==> config.mk <==
export PLATFORM = sky130hd
export DESIGN_NAME = fetch_stage
export DESIGN_NICKNAME = d
export VERILOG_FILES = /design/src/rtl/fetch_pkg.sv /design/src/rtl/next_pc_sel.sv /design/src/rtl/fetch_stage.sv
export SDC_FILE = /design/constraint.sdc
export NUM_CORES = 1
export LEC_CHECK = 0
export CAP_MARGIN = 20
export CORE_MARGIN = 2
export CORE_UTILIZATION = 29
export CTS_BUF_LIST = sky130_fd_sc_hd__clkbuf_8
export CTS_CLUSTER_SIZE = 25
export DETAILED_ROUTE_END_ITERATION = 10
export PLACE_DENSITY = 0.68
export SLEW_MARGIN = 25
export SYNTH_ARGS = -nofsm -noshare
export SYNTH_HDL_FRONTEND = slang
export SYNTH_SLANG_ARGS = --single-unit
==> constraint.sdc <==
create_clock -name clk -period 5.8 [get_ports clk]
set_clock_uncertainty 0.15 [all_clocks]
set_input_delay 0.58 -clock clk [delete_from_list [all_inputs] [get_ports clk]]
set_output_delay 0.58 -clock clk [all_outputs]
set_load 0.05 [all_outputs]
==> src/rtl/fetch_pkg.sv <==
// rtl/fetch_pkg.sv - shared constants and next-PC select encoding for the fetch stage
package fetch_pkg;

  localparam logic [31:0] NOP_INSTR        = 32'h0000_0000;
  localparam logic [31:0] DEFAULT_RESET_PC = 32'h0000_0000;

  // Source of the PC value loaded on the next rising edge
  typedef enum logic [1:0] {
    SEL_SEQ      = 2'd0,
    SEL_JUMP     = 2'd1,
    SEL_REDIRECT = 2'd2,
    SEL_HOLD     = 2'd3
  } pc_sel_t;

endpackage

==> src/rtl/next_pc_sel.sv <==
// rtl/next_pc_sel.sv - combinational next-PC priority selection (redirect > jump > stall > sequential)
module next_pc_sel
  import fetch_pkg::*;
(
  input  logic [31:0] pc,
  input  logic        stall,
  input  logic        redirect_valid,
  input  logic [31:0] redirect_pc,
  input  logic        jump_valid,
  input  logic [25:0] jump_index,
  input  logic [3:0]  ifid_pc_hi,
  output logic [31:0] next_pc,
  output pc_sel_t     sel,
  output logic        misaligned
);

  // A redirect from EX beats everything, including a stall, because the
  // instructions behind it are wrong-path. A jump in ID must wait out a stall
  // since it is still sitting in ID and will be re-presented afterwards.
  always_comb begin
    next_pc    = pc;
    sel        = SEL_HOLD;
    misaligned = 1'b0;
    if (redirect_valid) begin
      next_pc    = {redirect_pc[31:2], 2'b00};
      sel        = SEL_REDIRECT;
      misaligned = |redirect_pc[1:0];
    end else if (jump_valid && !stall) begin
      next_pc = {ifid_pc_hi, jump_index, 2'b00};
      sel     = SEL_JUMP;
    end else if (!stall) begin
      next_pc = pc + 32'd4;
      sel     = SEL_SEQ;
    end
  end

endmodule

==> src/rtl/fetch_stage.sv <==
// rtl/fetch_stage.sv - MIPS instruction-fetch stage: PC register, IF/ID register, fetch counter
module fetch_stage
  import fetch_pkg::*;
#(
  parameter logic [31:0] RESET_PC   = DEFAULT_RESET_PC,
  parameter int          IMEM_WORDS = 256,
  parameter int          CNT_W      = 32
) (
  input  logic             clk,
  input  logic             rst_n,
  input  logic             stall,
  input  logic             redirect_valid,
  input  logic [31:0]      redirect_pc,
  input  logic             jump_valid,
  input  logic [25:0]      jump_index,
  output logic [31:0]      imem_pc,
  input  logic [31:0]      imem_instr,
  output logic             ifid_valid,
  output logic [31:0]      ifid_instr,
  output logic [31:0]      ifid_pc_plus4,
  output logic             addr_err,
  output logic [CNT_W-1:0] fetch_count
);

  // 33 bits so a full 4 GiB memory depth still compares correctly
  localparam logic [32:0] IMEM_BYTES = 33'(IMEM_WORDS) << 2;

  logic [31:0] pc;
  logic [31:0] next_pc;
  pc_sel_t     sel;
  logic        misaligned;
  logic        in_range;

  assign imem_pc  = pc;
  assign in_range = ({1'b0, pc} < IMEM_BYTES);

  next_pc_sel u_next_pc_sel (
    .pc             (pc),
    .stall          (stall),
    .redirect_valid (redirect_valid),
    .redirect_pc    (redirect_pc),
    .jump_valid     (jump_valid),
    .jump_index     (jump_index),
    .ifid_pc_hi     (ifid_pc_plus4[31:28]),
    .next_pc        (next_pc),
    .sel            (sel),
    .misaligned     (misaligned)
  );

  // Advance PC and load or flush IF/ID according to the selected source
  always_ff @(posedge clk or negedge rst_n) begin
    if (!rst_n) begin
      pc            <= RESET_PC;
      ifid_valid    <= 1'b0;
      ifid_instr    <= NOP_INSTR;
      ifid_pc_plus4 <= 32'd0;
      addr_err      <= 1'b0;
      fetch_count   <= '0;
    end else begin
      addr_err <= 1'b0;
      unique case (sel)
        SEL_REDIRECT: begin
          pc         <= next_pc;
          ifid_valid <= 1'b0;
          ifid_instr <= NOP_INSTR;
          addr_err   <= misaligned;
        end
        SEL_JUMP: begin
          pc         <= next_pc;
          ifid_valid <= 1'b0;
          ifid_instr <= NOP_INSTR;
        end
        SEL_SEQ: begin
          pc            <= next_pc;
          ifid_pc_plus4 <= next_pc;
          if (in_range) begin
            ifid_valid <= 1'b1;
            ifid_instr <= imem_instr;
            if (fetch_count != {CNT_W{1'b1}}) begin
              fetch_count <= fetch_count + CNT_W'(1);
            end
          end else begin
            ifid_valid <= 1'b0;
            ifid_instr <= NOP_INSTR;
            addr_err   <= 1'b1;
          end
        end
        SEL_HOLD: begin
        end
      endcase
    end
  end

endmodule

## Yosys cells after proc, flatten, opt, wreduce, memory -nomap -nowiden

Index checks and enable logic that the tools add are counted.

| word-level totals | value |
|---|---|
| logic and storage cells | 33 |
| bits in registers | 130 |
| output and inout bits | 130 |

| cells by class | value |
|---|---|
| eq/ne operators | 3 |
| reduce and logical (&&, ||, !) cells | 8 |
| add/sub/neg operators | 2 |
| mux-type cells | 13 |
| order comparisons | 1 |

Operators by type and width:

| cell | number |
|---|---|
| 32-bit two-way mux | 4 |
| 32-bit one-hot mux with 2 select lines | 1 |
| 32-bit by 1-bit adder with 32-bit output (second input constant) | 1 |
| 32-bit by 3-bit adder with 32-bit output (second input constant) | 1 |
| 32-bit by 11-bit < comparator with 1-bit output (second input constant) | 1 |
| 32-bit inequality test (second input constant) | 1 |
| 2-bit two-way mux | 3 |
| 1-bit one-hot mux with 2 select lines | 2 |
| 2-bit OR reduction | 2 |
| 1-bit two-way mux | 3 |
| 3-bit AND reduction | 1 |
| 3-bit OR reduction | 1 |
| 2-bit by 1-bit equality test with 1-bit output (second input constant) | 1 |
| 2-bit equality test (second input constant) | 1 |
| 2-bit zero test | 1 |
| 2-bit nonzero test | 1 |
| 1-bit logical AND | 1 |
| 1-bit zero test | 1 |

## Longest topological paths before layout

Gate-level depths: netlist of run 1.

| depth | value |
|---|---|
| depth in word-level cells | 7 |
| depth in mapped cells | 8 |

## By module

From an unflattened synthesis of run 1, not the netlist that was laid out.

| unflattened totals | value |
|---|---|
| cells, all modules | 643 |
| area total of the unflattened synthesis | 6508.7 sq um |

Modules (own cells, without submodules):

| module | cells an instance | times used | seq. area each (sq um) | area each (sq um) |
|---|---|---|---|---|
| fetch_stage | 441 | 1 | 3253.1 | 5280.1 |
| next_pc_sel | 202 | 1 | 0.0 | 1228.7 |

## Least setup slack after synthesis of run 1

OpenSTA, ideal clock, no wires.

| timing path | value |
|---|---|
| path type | reg2reg |
| from | reg fetch_count[0] |
| to | reg fetch_count[1] |
| data required time | 5.525 ns |
| slack | 3.128 ns |
| cell stages (with the launch flop) | 8 |
| path buffers | 1 |
| period minus slack after synthesis | 2.672 ns |
| setup time | 0.125 ns |
| arrival time | 2.397 ns |
| cells stage by stage | dfrtp_1 > ha_1 > nand2_1 > nor4_2 > or4b_1 > buf_2 > nand2_1 > mux2_2 |

| between the ends | value |
|---|---|
| word-level cells in the longest chain between the ends | 2 |
| elaborated cells on any way between the ends | 3 |
| classes of those cells | add/sub (1); eq/ne (1); reduce/logical (1) |

Ends and longest elaborated chain:

| element | line | RTL |
|---|---|---|
| start: declaration | fetch_stage.sv:22 | `output logic [CNT_W-1:0] fetch_count` |
| start signal: assignment | fetch_stage.sv:80 | `fetch_count <= fetch_count + CNT_W'(1);` |
| branches (longest 2 deep; another with 32-bit by 1-bit adder with 32-bit output) | -- |  |

Parallel ways; which one is timed is not known.
A chain may end at the register's enable or synchronous reset.

## Final worst setup path of run 1

| timing path | value |
|---|---|
| from | reg pc[18], in the netlist imem_pc[18] |
| to | reg ifid_instr[22] |

| between the ends | value |
|---|---|
| word-level cells in the longest chain between the ends | 3 |

Ends and longest elaborated chain:

| element | line | RTL |
|---|---|---|
| start: declaration | fetch_stage.sv:28 | `logic [31:0] pc;` |
| start signal: assignment | fetch_stage.sv:63 | `pc <= next_pc;` |
| start signal: assignment | fetch_stage.sv:69 | `pc <= next_pc;` |
| start signal: assignment | fetch_stage.sv:74 | `pc <= next_pc;` |
| 32-bit by 11-bit < comparator with 1-bit output | fetch_stage.sv:35 | `assign in_range = ({1'b0, pc} < IMEM_BYTES);` |
| 32-bit two-way mux | fetch_stage.sv:76 | `if (in_range) begin` |
| 32-bit one-hot mux with 2 select lines | fetch_stage.sv:61 | `unique case (sel)` |
| end signal: assignment | fetch_stage.sv:78 | `ifid_instr <= imem_instr;` |
| end: declaration | fetch_stage.sv:19 | `output logic [31:0] ifid_instr,` |

Every way passes these cells.

==> results of run 1 <==
-- cell type report --
| class | count | area (um2) |
|---|---|---|
| Inverter | 12 | 45.0 |
| Clock buffer | 18 | 248 |
| Timing Repair Buffer | 234 | 2320 |
| Tap cell | 275 | 344 |
| Multi-Input combinational cell | 431 | 2700 |
| Fill cell | 2074 | 11900 |
| Sequential cell | 130 | 3250 |
| Clock inverter | 14 | 140 |
-- power breakdown --
part / switching, mW / total, mW / internal [mW]
clock: 0.387 / 0.778 / 0.390
sequential: 0.0644 / 1.03 / 0.967
combinational: 0.367 / 0.582 / 0.214
-- worst max-delay path, cell delays in order (launching register included) --
cell and delay (ns):
dfrtp_1 0.49, nor4_1 0.64, nand4_1 0.37, nor3_4 0.83, buf_4 0.46, a22o_1 0.21
-- state kept, by name, summed over array words and instances (netlist names) --
register,count
addr_err,1
ifid_instr,32
ifid_pc_plus4,32
imem_pc,32
fetch_count,32
ifid_valid,1
-- what timing repair did --
item                                    4_1_cts  5_1_grt
endpoints found under the setup margin        0        0
hold buffers                                  1        0
hold endpoints to repair                     54        0
gates resized for setup                       0        0
-- per-stage QoR --
stage	setup slack (ns)	instances	utilization, %	cell area [um2]
6_report	2.57	1114	43.2	9040
5_1_grt	2.45	1114	43.2	9040
4_1_cts	2.57	1114	43.2	9040
3_5_place_dp	2.10	1081	41.3	8650
3_3_place_gp	2.16	1081	41.2	8640
2_1_floorplan	3.13	617	-	6180
-- per-layer routing --
metal	GRT usage, %	vias to the layer above
met2	26.8	164
li1	-	2650
met5	0	-
met4	6.18	0
met1	24.8	2738
met3	3.90	23
-- worst min path at each step --
stage	startpoint	to	slack, ns	depth (start not counted)
after detailed placement	ifid_valid$_DFFE_PN0P_	ifid_valid$_DFFE_PN0P_	0.32	1
after global routing	ifid_pc_plus4[3]$_DFFE_PN0P_	ifid_pc_plus4[3]$_DFFE_PN0P_	0.36	2
final	ifid_pc_plus4[1]$_DFFE_PN0P_	ifid_pc_plus4[1]$_DFFE_PN0P_	0.33	2
after floorplan	rst_n	addr_err$_DFF_PN0_	0.13	0
after CTS	ifid_pc_plus4[21]$_DFFE_PN0P_	ifid_pc_plus4[21]$_DFFE_PN0P_	0.34	2
after global placement	ifid_pc_plus4[11]$_DFFE_PN0P_	ifid_pc_plus4[11]$_DFFE_PN0P_	0.31	2
-- kinds of logic after synthesis --
family	share of synthesized area (%)
buffers and inverters	3.87
muxes	0.871
adders and majority gates	0.405
xor gates and xnor gates	7.09
and+or+nand+nor	20.0
AOI/OAI and AO/OA	15.1
DFF	52.7
-- layout by cell type (no fill, tap or decap), drive strengths merged, types with 3 or more instances in the layout --
| cell | n |
|---|---|
| a211oi | 4 |
| a21o | 7 |
| a21oi | 29 |
| a22o | 32 |
| a22oi | 5 |
| a31oi | 4 |
| and2 | 5 |
| and3 | 16 |
| and4 | 8 |
| buf | 11 |
| clkbuf | 18 |
| clkdlybuf4s50 | 222 |
| clkinv | 6 |
| clkinvlp | 4 |
| dfrtp | 130 |
| inv | 14 |
| mux2 | 3 |
| nand2 | 55 |
| nand3 | 29 |
| nand4 | 23 |
| nor2 | 41 |
| nor2b | 4 |
| nor3 | 25 |
| nor3b | 3 |
| nor4 | 12 |
| o21ai | 33 |
| o22ai | 12 |
| o31ai | 3 |
| or3 | 4 |
| or4b | 3 |
| xnor2 | 46 |
| xor2 | 4 |
==> metrics.txt, run 1 <==
# TYPE chip_impl_metric gauge
chip_impl_metric{name="critPathMaxFanout",unit=""} 30
chip_impl_metric{name="ff2ff_setup_slack",unit="ns"} 2.57
chip_impl_info{name="netlist_top_cells_area",value="dfrtp_1 53%, xnor2_1 6.5%, a22o_1 4.5%"} 1
chip_impl_metric{name="timing.final.crit_share",unit="%"} 55.8
chip_impl_metric{name="p_total",unit="mW"} 2.39
chip_impl_info{name="endpoint_kind",value="register"} 1
chip_impl_metric{name="clkSinkCount",unit=""} 130
chip_impl_metric{name="ys_warn_count",unit=""} 0
chip_impl_metric{name="slew_violations",unit=""} 0
chip_impl_metric{name="drtPass1Iterations",unit=""} 4
chip_impl_metric{name="io_buffer_count",unit=""} 224
chip_impl_info{name="rsz0062_at_grt",value="no"} 1
chip_impl_metric{name="worst_ep_arrival_time",unit="ns"} 3.47
chip_impl_info{name="dominantRegCellSynth",value="dfrtp_1"} 1
chip_impl_metric{name="core",unit="um2"} 21000
chip_impl_metric{name="dieArea",unit="um2"} 22500
chip_impl_info{name="synth_area_leader_cell",value="dfrtp_1"} 1
chip_impl_metric{name="ant_nets",unit=""} 0
chip_impl_metric{name="vdd.ir_drop.worst",unit="V"} 0.000127
chip_impl_info{name="critPathCapture",value="ifid_instr[22]$_DFFE_PN0P_"} 1
chip_impl_metric{name="amount_of_wire_on_met3_after_detailed_routing",unit="mm"} 1.05
chip_impl_metric{name="first_global_vias",unit=""} 5574
chip_impl_info{name="most_frequent_cells_after_synthesis",value="130 x dfrtp_1, 55 x nand2_1, 46 x xnor2_1"} 1
chip_impl_metric{name="wire_length_of_the_first_global_routing_pass",unit="mm"} 31.0
chip_impl_metric{name="maxCapViolations",unit=""} 0
chip_impl_metric{name="cts.htree.levels",unit=""} 4
chip_impl_info{name="run_status",value="finished clean"} 1
chip_impl_metric{name="die_width",unit="um"} 150
chip_impl_metric{name="global_route.usage.total",unit="%"} 17.7
chip_impl_metric{name="synthToLayoutAreaGrowth",unit="%"} 46.5
chip_impl_metric{name="report.final.hold_viol_count",unit=""} 0
chip_impl_metric{name="netlist_instances",unit=""} 617
chip_impl_metric{name="sequential_fraction_of_the_synthesis_area",unit="%"} 52.7
chip_impl_metric{name="number_of_synthesized_register_bits",unit=""} 130
chip_impl_info{name="cts_tree",value="yes"} 1
chip_impl_metric{name="clkSlewWorstSetupHoldPaths",unit="ns"} 0.08
chip_impl_metric{name="power.leakage",unit="nW"} 3.70
chip_impl_metric{name="cts_made_buffers",unit=""} 17
chip_impl_info{name="r2r_end",value="ifid_instr[22]$_DFFE_PN0P_"} 1
chip_impl_metric{name="core.rowCount",unit=""} 53
chip_impl_metric{name="syn_area_per_cell",unit="um2"} 10.0
chip_impl_metric{name="synth_enable_flop_cells",unit=""} 0
chip_impl_metric{name="synth_fp_nets",unit=""} 714
chip_impl_metric{name="die_y",unit="um"} 150
chip_impl_metric{name="asyncSetResetFlopFracSynth",unit="%"} 100
chip_impl_info{name="critPathKind",value="register to register"} 1
chip_impl_metric{name="drive_gt1_share",unit="%"} 6.56
chip_impl_metric{name="post_synth_instance_area",unit="um2"} 6180
chip_impl_info{name="cell_with_the_most_instances_after_synthesis",value="dfrtp_1"} 1
chip_impl_info{name="cts_root_buffer",value="clkbuf_8"} 1
chip_impl_info{name="highest_layer",value="met4"} 1
chip_impl_metric{name="route.final.wire_length",unit="mm"} 19.6
chip_impl_metric{name="tightest_slew_margin_relative_to_the_limit",unit="%"} 34.3
chip_impl_info{name="worstReg2RegStart",value="imem_pc[18]$_DFFE_PN0P_"} 1
chip_impl_metric{name="synth_cell_types",unit=""} 51
chip_impl_metric{name="totalNegativeSetupSlack",unit="ns"} 0
chip_impl_metric{name="timing.final.crit_period",unit="ns"} 3.23
chip_impl_metric{name="route.layer.met1.wl",unit="mm"} 9.07
chip_impl_info{name="worst_setup_path_start_kind",value="register"} 1
chip_impl_metric{name="pin_count",unit=""} 225
chip_impl_info{name="hold_path.class",value="register to register"} 1
chip_impl_metric{name="insertion_delay_of_the_later_clocked_pin_in_the_worst_skew_pair",unit="ns"} 0.44
chip_impl_metric{name="post-cts-setup-buffer-count",unit=""} 0
chip_impl_metric{name="routed-via-count",unit=""} 5575
chip_impl_metric{name="max_slew.worst_pin.slew",unit="ns"} 0.986
chip_impl_metric{name="nets",unit=""} 923
chip_impl_metric{name="final_weighted_congestion_of_routability_driven_global_placement",unit=""} 0.790
chip_impl_metric{name="detail_route.iter0.violations",unit=""} 390
chip_impl_metric{name="drc_errors",unit=""} 0
chip_impl_metric{name="maximum_number_of_pins_on_one_net_before_global_route_repair",unit=""} 68
chip_impl_metric{name="finalSetupViolCount",unit=""} 0
chip_impl_metric{name="globalRouteOverflowTotal",unit=""} 0
chip_impl_metric{name="fmax",unit="MHz"} 309
chip_impl_metric{name="dr_wl_met2",unit="mm"} 9.17
chip_impl_metric{name="detail_route.wl_per_cell",unit="um"} 17.6
chip_impl_metric{name="max-clock-path-buffers",unit=""} 2
chip_impl_metric{name="power.density_cell_area",unit="nW/um2"} 264
chip_impl_metric{name="detailed_place_hpwl",unit="mm"} 13.9
chip_impl_metric{name="timing.critical_path.required",unit="ns"} 6.03
chip_impl_metric{name="initial_antenna_violation_count",unit=""} 0
chip_impl_metric{name="fin_hold_ws",unit="ns"} 0.331
chip_impl_metric{name="routed_via_density",unit=""} 5.00
chip_impl_metric{name="synth_top_area_share",unit="%"} 52.7
chip_impl_metric{name="antenna_cells",unit=""} 0
chip_impl_metric{name="starting_utilization_of_the_core_area",unit="%"} 29.5
chip_impl_info{name="startpoint",value="imem_pc[18]$_DFFE_PN0P_"} 1
chip_impl_metric{name="worst-r2r-cell-count",unit=""} 5
No activity file was read; power rests on OpenSTA's default activity.
==> run 2, diff against run 1 <==
Clock period 5.8 ns to 3.2 ns, I/O delays scaled along.
==> metrics.txt, run 2 (synthesized netlist as in run 1, its figures left out) <==
# TYPE chip_impl_metric gauge
chip_impl_info{name="layout_commonest_cell",value="clkdlybuf4s50_1"} 1
chip_impl_metric{name="power.density_cell_area",unit="nW/um2"} 503
chip_impl_metric{name="wire_length_of_the_first_global_routing_pass",unit="mm"} 31.0
chip_impl_metric{name="max_slew.worst_pin.slew",unit="ns"} 0.715
chip_impl_metric{name="ff2ff_setup_slack",unit="ns"} 0.50
chip_impl_metric{name="antenna_cells",unit=""} 0
chip_impl_metric{name="dieArea",unit="um2"} 22500
chip_impl_metric{name="max-clock-path-buffers",unit=""} 2
chip_impl_metric{name="post-cts-setup-buffer-count",unit=""} 0
chip_impl_metric{name="detail_route.iter0.violations",unit=""} 325
chip_impl_metric{name="switchingPower",unit="mW"} 1.51
chip_impl_metric{name="global_route.usage.total",unit="%"} 17.8
chip_impl_metric{name="drc_errors",unit=""} 0
chip_impl_metric{name="totalNegativeSetupSlack",unit="ns"} 0
chip_impl_metric{name="insertion_delay_of_the_later_clocked_pin_in_the_worst_skew_pair",unit="ns"} 0.44
chip_impl_metric{name="worst_ep_arrival_time",unit="ns"} 2.89
chip_impl_metric{name="route.final.wire_length",unit="mm"} 20.0
chip_impl_info{name="worstReg2RegStart",value="imem_pc[28]$_DFFE_PN0P_"} 1
chip_impl_info{name="rsz0062_at_grt",value="no"} 1
chip_impl_metric{name="layoutNonFillerInstCount",unit=""} 1120
chip_impl_metric{name="timing.final.crit_period",unit="ns"} 2.70
chip_impl_metric{name="drive_gt1_share",unit="%"} 7.22
chip_impl_metric{name="routed-via-count",unit=""} 5634
chip_impl_metric{name="timing.critical_path.required",unit="ns"} 3.38
chip_impl_metric{name="critPathMaxFanout",unit=""} 64
chip_impl_metric{name="fmax",unit="MHz"} 370
chip_impl_metric{name="core",unit="um2"} 21000
chip_impl_info{name="run_status",value="finished clean"} 1
chip_impl_metric{name="clkSlewWorstSetupHoldPaths",unit="ns"} 0.08
chip_impl_metric{name="first_global_vias",unit=""} 5529
chip_impl_info{name="r2r_end",value="fetch_count[1]$_DFFE_PN0P_"} 1
chip_impl_info{name="hold_path.class",value="input pin to async pin"} 1
chip_impl_info{name="layout_common_cells",value="222 x clkdlybuf4s50_1, 130 x dfrtp_1, 55 x nand2_1, 46 x xnor2_1, 40 x nor2_1"} 1
chip_impl_metric{name="nets",unit=""} 929
chip_impl_metric{name="core.rowCount",unit=""} 53
chip_impl_metric{name="ant_nets",unit=""} 0
chip_impl_metric{name="initial_antenna_violation_count",unit=""} 0
chip_impl_info{name="critPathKind",value="register to register"} 1
chip_impl_metric{name="detailed_place_hpwl",unit="mm"} 14.2
chip_impl_metric{name="routed_via_density",unit=""} 5.03
chip_impl_metric{name="power.leakage",unit="nW"} 3.77
chip_impl_metric{name="slew_violations",unit=""} 0
chip_impl_metric{name="final_weighted_congestion_of_routability_driven_global_placement",unit=""} 0.829
chip_impl_metric{name="die_width",unit="um"} 150
chip_impl_metric{name="p_sw_share",unit="%"} 32.7
chip_impl_info{name="endpoint_kind",value="register"} 1
chip_impl_metric{name="io_buffer_count",unit=""} 224
chip_impl_metric{name="maximum_number_of_pins_on_one_net_before_global_route_repair",unit=""} 67
chip_impl_metric{name="starting_utilization_of_the_core_area",unit="%"} 29.5
chip_impl_metric{name="cts_made_buffers",unit=""} 17
chip_impl_metric{name="drtPass1Iterations",unit=""} 5
chip_impl_metric{name="worst-r2r-cell-count",unit=""} 6
chip_impl_metric{name="vdd.ir_drop.worst",unit="V"} 0.000245
chip_impl_metric{name="synthToLayoutAreaGrowth",unit="%"} 48.8
chip_impl_metric{name="internal_power",unit="mW"} 3.11
chip_impl_info{name="startpoint",value="imem_pc[28]$_DFFE_PN0P_"} 1
chip_impl_metric{name="maxCapViolations",unit=""} 0
chip_impl_metric{name="timing.final.crit_share",unit="%"} 84.5
chip_impl_info{name="worst_setup_path_start_kind",value="register"} 1
chip_impl_metric{name="fin_hold_ws",unit="ns"} 0.284
chip_impl_metric{name="globalRouteOverflowTotal",unit=""} 0
chip_impl_metric{name="report.final.hold_viol_count",unit=""} 0
chip_impl_metric{name="pin_count",unit=""} 225
chip_impl_info{name="cts_root_buffer",value="clkbuf_8"} 1
chip_impl_info{name="cts_tree",value="yes"} 1
chip_impl_metric{name="place.detailed.instances",unit=""} 1087
chip_impl_metric{name="clkSinkCount",unit=""} 130
chip_impl_metric{name="finalSetupViolCount",unit=""} 0
chip_impl_metric{name="tightest_slew_margin_relative_to_the_limit",unit="%"} 51.9
chip_impl_metric{name="die_y",unit="um"} 150
chip_impl_metric{name="detail_route.wl_per_cell",unit="um"} 17.8
chip_impl_metric{name="power.sequential.fraction",unit="%"} 40.4
chip_impl_metric{name="power.combinational.fraction",unit="%"} 23.1
chip_impl_metric{name="cts.htree.levels",unit=""} 4
chip_impl_metric{name="power.clock.fraction",unit="%"} 36.5
run 2: cell count changes in the layout (fill, tap and decap cells not counted):
| cell | previous run | this run |
|---|---|---|
| nand2b_2 | 1 | 0 |
| clkinvlp_4 | 4 | 1 |
| nor2_2 | 0 | 1 |
| nand2b_1 | 1 | 2 |
| nor2_4 | 1 | 0 |
| buf_12 | 0 | 2 |
| inv_6 | 1 | 5 |
| buf_4 | 9 | 13 |
| inv_1 | 13 | 12 |
| clkinv_2 | 4 | 1 |
| bufinv_16 | 2 | 5 |
run 2: layout make-up:
class / count / area [um2]
fill: 2080 / 11800
clock buffer: 18 / 248
clock inverter: 14 / 224
tap: 275 / 344
timing repair buffer: 240 / 2390
multi-input combinational: 431 / 2690
sequential: 130 / 3250
inverter: 12 / 45.0
run 2: repair_timing:
item,in CTS,in global routing
gates resized for setup,0,0
hold buffers,1,0
hold endpoints to repair,57,0
run 2: worst max path at each step:
stage,end,cells after the start
finish,fetch_count[1]$_DFFE_PN0P_,6
global route,fetch_count[1]$_DFFE_PN0P_,6
CTS,fetch_count[1]$_DFFE_PN0P_,6
detailed placement,fetch_count[1]$_DFFE_PN0P_,6
global placement,fetch_count[1]$_DFFE_PN0P_,6
floorplan,fetch_count[1]$_DFFE_PN0P_,7
run 2: critical path, stage by stage, from the launching register on:
cell     delay, ns
dfrtp_1       0.46
nor4_1        0.67
nand4_1       0.31
nor3_4        0.24
buf_12        0.30
nand2_1       0.15
mux2_2        0.29
run 2: per-layer routing:
metal,global-route usage [%],vias to the layer above,part of all wire [%]
met4,5.47,0,2.0
met3,4.09,24,6.3
li1,-,2666,-
met2,27.6,206,47
met5,0,-,0
met1,24.7,2738,45
run 2: power by group through the flow:
stage          clock network [mW]  registers, mW  logic, mW
6_report                     1.69           1.87       1.07
2_1_floorplan                   0           2.27      0.217
4_1_cts                      1.72           1.87       1.07
5_1_grt                      1.80           1.89       1.13
3_3_place_gp                    0           1.90       1.06
3_5_place_dp                    0           1.90       1.07
run 2: stage by stage:
stage | utilization (%) | area, um2 | total power, mW | worst slack [ns]
after CTS | 43.9 | 9190 | 4.67 | 0.645
after detailed placement | 41.6 | 8710 | 2.97 | 0.661
final | 43.9 | 9190 | 4.62 | 0.496
after global placement | 41.6 | 8710 | 2.96 | 0.611
after floorplan | - | 6180 | 2.48 | 0.528
after global routing | 43.9 | 9190 | 4.82 | 0.360
==> run 3, diff against run 2 <==
Settings changed: PLACE_DENSITY 0.68 to 0.7.
Clock period 3.2 ns to 2.3 ns, I/O delays scaled along.
==> metrics.txt, run 3 (synthesized netlist as in run 1, its figures left out) <==
# TYPE chip_impl_metric gauge
chip_impl_metric{name="timing.final.crit_share",unit="%"} 95.2
chip_impl_metric{name="timing.final.crit_period",unit="ns"} 2.19
chip_impl_info{name="layout_commonest_cell",value="clkdlybuf4s50_1"} 1
chip_impl_metric{name="io_buffer_count",unit=""} 224
chip_impl_metric{name="power.density_cell_area",unit="nW/um2"} 655
chip_impl_metric{name="worst-r2r-cell-count",unit=""} 6
chip_impl_metric{name="critical_path.max_stage_delay",unit="ns"} 0.87
chip_impl_metric{name="drc_errors",unit=""} 0
chip_impl_metric{name="insertion_delay_of_the_later_clocked_pin_in_the_worst_skew_pair",unit="ns"} 0.44
chip_impl_metric{name="routed-via-count",unit=""} 5736
chip_impl_info{name="rsz0062_at_grt",value="no"} 1
chip_impl_info{name="startpoint",value="imem_pc[24]$_DFFE_PN0P_"} 1
chip_impl_metric{name="pin_count",unit=""} 225
chip_impl_metric{name="dieArea",unit="um2"} 22500
chip_impl_metric{name="first_global_vias",unit=""} 5445
chip_impl_metric{name="cts.htree.levels",unit=""} 4
chip_impl_metric{name="place.detailed.instances",unit=""} 1113
chip_impl_metric{name="preCtsSetupSlack",unit="ns"} -0.132
chip_impl_metric{name="report.final.hold_viol_count",unit=""} 0
chip_impl_metric{name="die_y",unit="um"} 150
chip_impl_metric{name="tightest_slew_margin_relative_to_the_limit",unit="%"} 54.4
chip_impl_metric{name="routed_via_density",unit=""} 4.99
chip_impl_metric{name="cp_num_buf_inv",unit=""} 1
chip_impl_info{name="endpoint_kind",value="output pin"} 1
chip_impl_info{name="critPathKind",value="register to output pin"} 1
chip_impl_metric{name="die_width",unit="um"} 150
chip_impl_metric{name="drive_gt1_share",unit="%"} 16.4
chip_impl_metric{name="clkSlewWorstSetupHoldPaths",unit="ns"} 0.08
chip_impl_metric{name="max_slew.worst_pin.slew",unit="ns"} 0.683
chip_impl_metric{name="slew_violations",unit=""} 0
chip_impl_metric{name="drtPass1Iterations",unit=""} 5
chip_impl_metric{name="fillCellCount",unit=""} 2011
chip_impl_metric{name="detail_route.iter0.violations",unit=""} 350
chip_impl_metric{name="layoutNonFillerInstCount",unit=""} 1149
chip_impl_metric{name="detail_route.wl_per_cell",unit="um"} 17.5
chip_impl_info{name="worst_setup_path_start_kind",value="register"} 1
chip_impl_metric{name="core.rowCount",unit=""} 53
chip_impl_metric{name="detailed_place_hpwl",unit="mm"} 14.6
chip_impl_metric{name="fmax",unit="MHz"} 457
chip_impl_metric{name="critPathMaxFanout",unit=""} 7
chip_impl_metric{name="ff2ff_setup_slack",unit="ns"} 0.12
chip_impl_metric{name="ant_nets",unit=""} 0
chip_impl_metric{name="vdd.ir_drop.worst",unit="V"} 0.000317
chip_impl_info{name="worstPathCellList",value="clkdlybuf4s50_1"} 1
chip_impl_metric{name="wire_length_of_the_first_global_routing_pass",unit="mm"} 30.6
chip_impl_metric{name="worst_ep_arrival_time",unit="ns"} 1.81
chip_impl_metric{name="timing.critical_path.required",unit="ns"} 1.92
chip_impl_info{name="worstReg2RegStart",value="imem_pc[11]$_DFFE_PN0P_"} 1
chip_impl_metric{name="globalRouteOverflowTotal",unit=""} 0
chip_impl_info{name="cp_top_family",value="buffers and inverters"} 1
chip_impl_metric{name="finalSetupViolCount",unit=""} 0
chip_impl_info{name="cts_root_buffer",value="clkbuf_8"} 1
chip_impl_info{name="layout_common_cells",value="220 x clkdlybuf4s50_1, 89 x dfrtp_1, 54 x nand2_1, 46 x xnor2_1, 41 x dfrtp_2"} 1
chip_impl_metric{name="max-clock-path-buffers",unit=""} 2
chip_impl_metric{name="maximum_number_of_pins_on_one_net_before_global_route_repair",unit=""} 67
chip_impl_metric{name="final_weighted_congestion_of_routability_driven_global_placement",unit=""} 0.837
chip_impl_info{name="critical_path.slowest_cell",value="clkdlybuf4s50_1"} 1
chip_impl_info{name="run_status",value="finished clean"} 1
chip_impl_metric{name="antenna_cells",unit=""} 0
chip_impl_metric{name="power.leakage",unit="nW"} 3.87
chip_impl_metric{name="cp_num_cells",unit=""} 1
chip_impl_info{name="cts_tree",value="yes"} 1
chip_impl_metric{name="route.final.wire_length",unit="mm"} 20.1
chip_impl_metric{name="nets",unit=""} 958
chip_impl_metric{name="starting_utilization_of_the_core_area",unit="%"} 29.5
chip_impl_info{name="r2r_end",value="imem_pc[31]$_DFFE_PN0P_"} 1
chip_impl_metric{name="synthToLayoutAreaGrowth",unit="%"} 54.2
chip_impl_metric{name="maxCapViolations",unit=""} 0
chip_impl_metric{name="clkSinkCount",unit=""} 130
chip_impl_metric{name="core",unit="um2"} 21000
chip_impl_metric{name="initial_antenna_violation_count",unit=""} 0
chip_impl_info{name="hold_path.class",value="input pin to async pin"} 1
chip_impl_metric{name="global_route.usage.total",unit="%"} 17.7
chip_impl_metric{name="timing.final.ws_setup",unit="ns"} 0.110
chip_impl_metric{name="cts_made_buffers",unit=""} 17
-- run 3: cell types whose count changed in the layout (fill, tap and decap cells not counted), moves of 4 or more --
| cell | delta |
|---|---|
| dfrtp_1 | -41 |
| dfrtp_2 | +41 |
| buf_4 | +27 |
| clkinv_4 | +4 |
| nand3_1 | -4 |
| nand3_2 | +4 |
-- run 3: layer usage --
layer	GRT usage [%]	wire length, um
met2	27.3	9550
met4	6.27	471
met5	0	0
met3	3.41	936
met1	24.7	9120
-- run 3: power by group --
group / internal (mW) / switching [mW] / total [mW]
clock network: 1.08 / 1.01 / 2.09
registers: 2.44 / 0.147 / 2.59
logic: 0.588 / 0.967 / 1.55
total: 4.11 / 2.12 / 6.24
-- run 3: worst max-delay path by stage --
stage	to
2_1_floorplan	fetch_count[1]$_DFFE_PN0P_
3_3_place_gp	ifid_pc_plus4[26]$_DFFE_PN0P_
3_5_place_dp	imem_pc[31]$_DFFE_PN0P_
4_1_cts	imem_pc[23]
5_1_grt	imem_pc[31]$_DFFE_PN0P_
6_report	imem_pc[24]
-- run 3: per-stage QoR --
stage | setup TNS, ns | utilization [%] | area, um2 | hold WS, ns | power, mW
global route | 0 | 45.4 | 9520 | 0.175 | 6.51
global placement | -0.401 | 43.1 | 9040 | 0.0662 | 4.17
finish | 0 | 45.4 | 9520 | 0.152 | 6.24
floorplan | -0.0240 | - | 6290 | -0.216 | 3.47
CTS | 0 | 45.2 | 9460 | 0.149 | 6.29
detailed placement | -1.40 | 43.1 | 9040 | 0.0679 | 4.18
-- run 3: repair_timing --
action	4_1_cts	5_1_grt
endpoints found under the setup margin	0	32
hold endpoints to repair	49	0
buffers inserted	0	3
gates resized for setup	0	7
hold buffers	1	0
-- run 3: final cells by class --
type / count / area, um2 / share of cell area [%]
clock inverters: 15 / 183 / 1.92
inverters: 12 / 45.0 / 0.473
clock buffers: 17 / 234 / 2.46
well taps: 275 / 344 / 3.61
repair buffers: 269 / 2640 / 27.7
multi-input cells: 431 / 2770 / 29.1
flip-flops and latches: 130 / 3300 / 34.7
